===== src/rtl/rho_rotate_controller_if.sv =====
// Bus between the rho controller, the round FSM and the two state memories.
// The controller side is the master modport; the environment side is the slave.
interface rho_rotate_controller_if #(
  parameter int LANES = 25,
  parameter int ZW    = 6
);
  logic             start;
  logic             busy;
  logic             done;
  logic             rd_en;
  logic [ZW-1:0]    rd_addr;
  logic [LANES-1:0] rd_data;
  logic             wr_en;
  logic [4:0]       wr_lane;
  logic [ZW-1:0]    wr_z;
  logic             wr_bit;

  modport master (
    input  start, rd_data,
    output busy, done, rd_en, rd_addr, wr_en, wr_lane, wr_z, wr_bit
  );

  modport slave (
    output start, rd_data,
    input  busy, done, rd_en, rd_addr, wr_en, wr_lane, wr_z, wr_bit
  );
endinterface


===== src/rtl/rho_rotate_controller.sv =====
// Rho step sequencer: reads each of the 64 source slices once and scatters its
// 25 lane bits as single-bit writes at z' = z + r[x][y] (mod 64).
module rho_rotate_controller #(
  parameter int LANES  = 25,
  parameter int SLICES = 64,
  parameter int ZW     = 6
) (
  input  logic                    clk,
  input  logic                    rst,
  rho_rotate_controller_if.master bus
);

  typedef enum logic [2:0] {
    IDLE,
    FETCH,
    CAPTURE,
    ROTATE,
    DONE
  } state_t;

  localparam logic [4:0]    LAST_LANE  = 5'(LANES - 1);
  localparam logic [ZW-1:0] LAST_SLICE = ZW'(SLICES - 1);

  state_t           state;
  logic [ZW-1:0]    z;
  logic [4:0]       lane;
  logic [LANES-1:0] slice_reg;

  // Offset ROM flattened into lane order i, with x=((i%5)+3)%5, y=((i/5)+3)%5
  // already folded in, so lane 12 (x=0, y=0) carries offset 0.
  function automatic logic [ZW-1:0] lane_offset(input logic [4:0] i);
    case (i)
      5'd0:    lane_offset = ZW'(21);
      5'd1:    lane_offset = ZW'(8);
      5'd2:    lane_offset = ZW'(41);
      5'd3:    lane_offset = ZW'(45);
      5'd4:    lane_offset = ZW'(15);
      5'd5:    lane_offset = ZW'(56);
      5'd6:    lane_offset = ZW'(14);
      5'd7:    lane_offset = ZW'(18);
      5'd8:    lane_offset = ZW'(2);
      5'd9:    lane_offset = ZW'(61);
      5'd10:   lane_offset = ZW'(28);
      5'd11:   lane_offset = ZW'(27);
      5'd12:   lane_offset = ZW'(0);
      5'd13:   lane_offset = ZW'(1);
      5'd14:   lane_offset = ZW'(62);
      5'd15:   lane_offset = ZW'(55);
      5'd16:   lane_offset = ZW'(20);
      5'd17:   lane_offset = ZW'(36);
      5'd18:   lane_offset = ZW'(44);
      5'd19:   lane_offset = ZW'(6);
      5'd20:   lane_offset = ZW'(25);
      5'd21:   lane_offset = ZW'(39);
      5'd22:   lane_offset = ZW'(3);
      5'd23:   lane_offset = ZW'(10);
      5'd24:   lane_offset = ZW'(43);
      default: lane_offset = '0;
    endcase
  endfunction

  always_ff @(posedge clk or posedge rst) begin
    if (rst) begin
      state     <= IDLE;
      z         <= '0;
      lane      <= '0;
      // NOTE: slice_reg is a single register rather than a memory array, so it is cleared by reset.
      slice_reg <= '0;
    end else begin
      // NOTE: non-blocking assignments so every register here samples pre-edge values.
      case (state)
        IDLE: begin
          if (bus.start) state <= FETCH;
        end
        FETCH: begin
          state <= CAPTURE;
        end
        CAPTURE: begin
          slice_reg <= bus.rd_data;
          lane      <= '0;
          state     <= ROTATE;
        end
        ROTATE: begin
          if (lane == LAST_LANE) begin
            if (z == LAST_SLICE) begin
              state <= DONE;
            end else begin
              z     <= z + 1'b1;
              state <= FETCH;
            end
          end else begin
            lane <= lane + 1'b1;
          end
        end
        DONE: begin
          z     <= '0;
          state <= IDLE;
        end
        default: state <= IDLE;
      endcase
    end
  end

  // Outputs decode straight from state and counters; the ZW-bit sum drops its carry.
  always_comb begin
    // NOTE: every output gets a default first so no path through the case infers a latch.
    bus.busy    = 1'b0;
    bus.done    = 1'b0;
    bus.rd_en   = 1'b0;
    bus.rd_addr = '0;
    bus.wr_en   = 1'b0;
    bus.wr_lane = '0;
    bus.wr_z    = '0;
    bus.wr_bit  = 1'b0;
    case (state)
      FETCH: begin
        bus.busy    = 1'b1;
        bus.rd_en   = 1'b1;
        bus.rd_addr = z;
      end
      CAPTURE: begin
        bus.busy = 1'b1;
      end
      ROTATE: begin
        bus.busy    = 1'b1;
        bus.wr_en   = 1'b1;
        bus.wr_lane = lane;
        bus.wr_z    = z + lane_offset(lane);
        bus.wr_bit  = slice_reg[lane];
      end
      DONE: begin
        bus.done = 1'b1;
      end
      default: ;
    endcase
  end

endmodule


===== src/flat_wrapper.sv =====
// flat-port wrapper written by rule: the top's interface ports become plain ports
module rho_rotate_controller_flat 
#(
  parameter int LANES  = 25,
  parameter int SLICES = 64,
  parameter int ZW     = 6
)
  (clk, rst, bus_start, bus_rd_data, bus_busy, bus_done, bus_rd_en, bus_rd_addr, bus_wr_en, bus_wr_lane, bus_wr_z, bus_wr_bit);
  rho_rotate_controller_if #(.LANES(LANES), .ZW(ZW)) bus_i ();
  input  logic clk;
  input  logic rst;
  input wire logic [$bits(bus_i.start)-1:0] bus_start;
  input wire logic [$bits(bus_i.rd_data)-1:0] bus_rd_data;
  output wire logic [$bits(bus_i.busy)-1:0] bus_busy;
  output wire logic [$bits(bus_i.done)-1:0] bus_done;
  output wire logic [$bits(bus_i.rd_en)-1:0] bus_rd_en;
  output wire logic [$bits(bus_i.rd_addr)-1:0] bus_rd_addr;
  output wire logic [$bits(bus_i.wr_en)-1:0] bus_wr_en;
  output wire logic [$bits(bus_i.wr_lane)-1:0] bus_wr_lane;
  output wire logic [$bits(bus_i.wr_z)-1:0] bus_wr_z;
  output wire logic [$bits(bus_i.wr_bit)-1:0] bus_wr_bit;
  assign bus_i.start = bus_start;
  assign bus_i.rd_data = bus_rd_data;
  assign bus_busy = bus_i.busy;
  assign bus_done = bus_i.done;
  assign bus_rd_en = bus_i.rd_en;
  assign bus_rd_addr = bus_i.rd_addr;
  assign bus_wr_en = bus_i.wr_en;
  assign bus_wr_lane = bus_i.wr_lane;
  assign bus_wr_z = bus_i.wr_z;
  assign bus_wr_bit = bus_i.wr_bit;
  rho_rotate_controller #(.LANES(LANES), .SLICES(SLICES), .ZW(ZW)) u_core (.clk(clk), .rst(rst), .bus(bus_i));
endmodule

===== config.mk =====
export PLATFORM = sky130hd
export DESIGN_NAME = rho_rotate_controller_flat
export DESIGN_NICKNAME = d
export VERILOG_FILES = /design/src/rtl/rho_rotate_controller_if.sv /design/src/rtl/rho_rotate_controller.sv /design/src/flat_wrapper.sv
export SDC_FILE = /design/constraint.sdc
export NUM_CORES = 1
export LEC_CHECK = 0
export CORE_MARGIN = 1.5
export CORE_UTILIZATION = 45
export CTS_CLUSTER_DIAMETER = 150
export DETAILED_ROUTE_END_ITERATION = 8
export GPL_TIMING_DRIVEN = 0
export PLACE_DENSITY_LB_ADDON = 0.08
export SLEW_MARGIN = 0
export SYNTH_ARGS = -nofsm -noshare
export SYNTH_HDL_FRONTEND = slang
export SYNTH_SLANG_ARGS = --single-unit

===== constraint.sdc =====
create_clock -name clk -period 3.95 [get_ports clk]
set_input_delay 0.79 -clock clk [delete_from_list [all_inputs] [get_ports clk]]
set_output_delay 0.79 -clock clk [all_outputs]
set_load 0.03 [all_outputs]

==> impl_metrics.csv <==
group,metric,value,unit
run_status,status,"finished clean",
global_routing,grt_start_max_net_pins,40,
hold_path,hp-class,"register to register",
setup_path,timing.rr.start,"u_core.lane[0]",
logic_synthesis,synth_cell_types,44,
floorplanning,die_y,77.16,um
logic_synthesis,syn_nets,282,
layout,drive_gt1_share,25.16,%
drt,drcViolationCount,0,
setup_path,critPathMaxFanout,6,
logic_synthesis,synth_edf_count,0,
floorplanning,start_util,47.55,%
floorplanning,die_w,77.16,um
setup_path,ff2ff_path_depth,8,
logic_synthesis,netlist_instances,241,
drt,wl_per_cell,14.46,um
drt,firstDrtPassIters,4,
clock_network,cts.clk_slew.worst_paths,0.08,ns
global_routing,antenna_found_initial,0,
logic_synthesis,synth_top_cells_by_area,"dfrtp_1, mux2_2, mux4_2",
power,irDropWorstVdd,0.1902,mV
placed_design,postPlaceCellArea,3053,um2
sta,fin_crit,3.823,ns
clock_network,cts_hold_buf,0,
clock_network,clock_latency,0.30,ns
logic_synthesis,synth_top_area_cell,"dfrtp_1",
hold_path,min_path_cells,1,
global_routing,grt.overflow.total,0,
setup_path,r2r_slack,1.83,ns
logic_synthesis,yosysTopAreaCellShare,39.43,%
drt,vias,1971,
logic_synthesis,netlist_area,2475,um2
layout,final_core_util,62.98,%
layout,final_nets,346,
sta,setup_viol,0,
sta,max_freq,0.2616,GHz
clock_network,cts_made_buffers,5,
global_routing,grt_first_pass_wirelength,8949,um
sta,finalCritPeriodShare,96.78,%
logic_synthesis,ys_top_cells_by_count,"dfrtp_1, mux2_2, nor2_1",
clock_network,htreeDepth,2,
sta,grt_setup_unrepaired,"true",
sta,slew_headroom,46.63,%
setup_path,r2r_end,"u_core.z[2]",
logic_synthesis,syn-mean-instance-area,10.27,um2
setup_path,startpoint_type,"register",
layout,area_growth,32.46,%
logic_synthesis,ys.warnings.count,0,
drt,drt_iter0_drc,142,
sta,skew,0.006387,ns
hold_path,worstHoldStart,"u_core.slice_reg[5]",
hold_path,min_to,"u_core.slice_reg[5]",
global_routing,track_usage,19.38,%
placed_design,gp_routability_congestion,0.8640,
setup_path,criticalPathCategory,"register to primary output",
clock_network,cts_buffer_depth,2,
floorplanning,core_area,5205,um2
setup_path,crit_path_end_kind,"primary output",
floorplanning,io_pins,50,
power,p_per_area,250.4,nW/um2
clock_network,cts.sinks,39,
drt,detail-route-antenna-nets,0,
sta,worstMarginPinSlew,0.7995,ns
sta,maxSlewViolCount,0,
placed_design,dpl.hpwl,3876,um
logic_synthesis,synth_most_common_cell,"dfrtp_1",
placed_design,place.port_buffers,49,
logic_synthesis,synth_seq_cells,39,
clock_network,cts_tree,"built",
layout,final_area,3278,um2
logic_synthesis,async_reset_ff_share,100.0,%
floorplanning,rows,26,
setup_path,arrival,3.03,ns
clock_network,clockRootBuffer,"clkbuf_8",
logic_synthesis,ys_seq_area_share,39.43,%
sta,final-hold-violation-count,0,
floorplanning,fp.dieArea,5954,um2
drt,via_per_inst,5.242,
power,power.leakage,1.389,nW
sta,tns,0,ns
drt,totalWireLength,5436,um
layout,diodes,0,
layout,largest_register_ff_count,25,
setup_path,cp.required,3.16,ns
logic_synthesis,synthFlopType,"dfrtp_1",
global_routing,grt_pass1_vias,1852,
run,max_cap_viol_count,0,
==> power by group <==
group / internal (mW) / switching [mW] / total (mW)
logic: 0.0386 / 0.0167 / 0.0552
registers: 0.412 / 0.00642 / 0.418
clock network: 0.190 / 0.157 / 0.347
total: 0.641 / 0.180 / 0.821
==> worst max path at each step <==
stage	start	end	slack (ns)	depth (start not counted)
2_1_floorplan	u_core.lane[0]	bus_wr_z[4]	0.35	14
3_3_place_gp	u_core.lane[0]	bus_wr_z[5]	-0.49	15
3_5_place_dp	u_core.lane[0]	bus_wr_z[5]	-0.50	15
4_1_cts	u_core.lane[0]	bus_wr_z[5]	-0.15	15
5_1_grt	u_core.lane[0]	bus_wr_z[5]	-0.04	15
6_report	u_core.lane[0]	bus_wr_z[5]	0.13	15
==> through the flow <==
step           setup WS [ns]  power (mW)  std cells  hold WS (ns)
6_report              0.1272      0.8209        376        0.5114
5_1_grt             -0.04248      0.8513        376        0.5304
3_5_place_dp         -0.4990      0.4828        360        0.4940
4_1_cts              -0.1467      0.8247        371        0.5139
2_1_floorplan         0.3516      0.4484        241        0.4718
3_3_place_gp         -0.4877      0.4814        360        0.4864
==> layout by cell type, fill, tap and decap left out, drive strengths merged, types with 2 or more instances in the layout <==
| cell | n |
|---|---|
| clkdlybuf4s50 | 44 |
| dfrtp | 39 |
| mux2 | 25 |
| nor2 | 24 |
| nand2 | 20 |
| buf | 17 |
| o21ai | 15 |
| a21oi | 14 |
| ha | 12 |
| inv | 11 |
| and2 | 10 |
| clkbuf | 10 |
| mux4 | 7 |
| nand3 | 6 |
| xor2 | 4 |
| xnor2 | 4 |
| o211ai | 3 |
| a21o | 3 |
| dlygate4sd2 | 3 |
| a211oi | 3 |
| nor3b | 2 |
| nand3b | 2 |
| o21bai | 2 |
| and3 | 2 |
| o21a | 2 |
| a31oi | 2 |
| clkinvlp | 2 |
| mux2i | 2 |
| nor3 | 2 |
==> cell families (layout without fill, tap and decap cells) <==
kind of cell	after synthesis	in the layout	share of synthesized area, %
flops	39	39	39.43
mux	34	34	18.55
buf+inv	24	89	4.600
simple gates	72	72	14.36
fa+ha+maj	13	13	6.876
compound gates	50	50	12.39
xor+xnor	9	9	3.791
==> worst max-delay path, cell delays in order, from the launching register on <==
cell and delay (ns):
dfrtp_2 0.39, buf_8 0.12, clkinvlp_4 0.11, ha_4 0.30
nor2_2 0.04, a21oi_1 0.12, a21oi_1 0.08, nor2_1 0.19
a21oi_2 0.05, ha_1 0.33, a211oi_2 0.22, o21bai_1 0.09
a21oi_1 0.14, xor3_1 0.23, and2_4 0.17, buf_4 0.16
==> final cells by class <==
class / count / area (um2)
Fill cell: 462 / 1927
Clock inverter: 3 / 46.29
Tap cell: 70 / 87.58
Timing Repair Buffer: 57 / 541.8
Sequential cell: 39 / 978.4
Inverter: 12 / 51.30
Clock buffer: 5 / 68.82
Buffer: 12 / 73.82
Multi-Input combinational cell: 178 / 1430
==> layer usage <==
| metal | track usage (%) | part of all wire (%) | vias up |
|---|---|---|---|
| met5 | 0 | 0 | - |
| met4 | 7.636 | 1.4 | 0 |
| met3 | 3.810 | 3.5 | 7 |
| met2 | 30.79 | 48 | 38 |
| met1 | 25.97 | 47 | 948 |
| li1 | - | - | 978 |
==> timing repair <==
item / 4_1_cts / 5_1_grt
pin swaps: 0 / 11
setup buffers: 3 / 5
resized for setup: 16 / 24
endpoints found under the setup margin: 5 / 4
No activity file was read; power rests on OpenSTA's default activity.
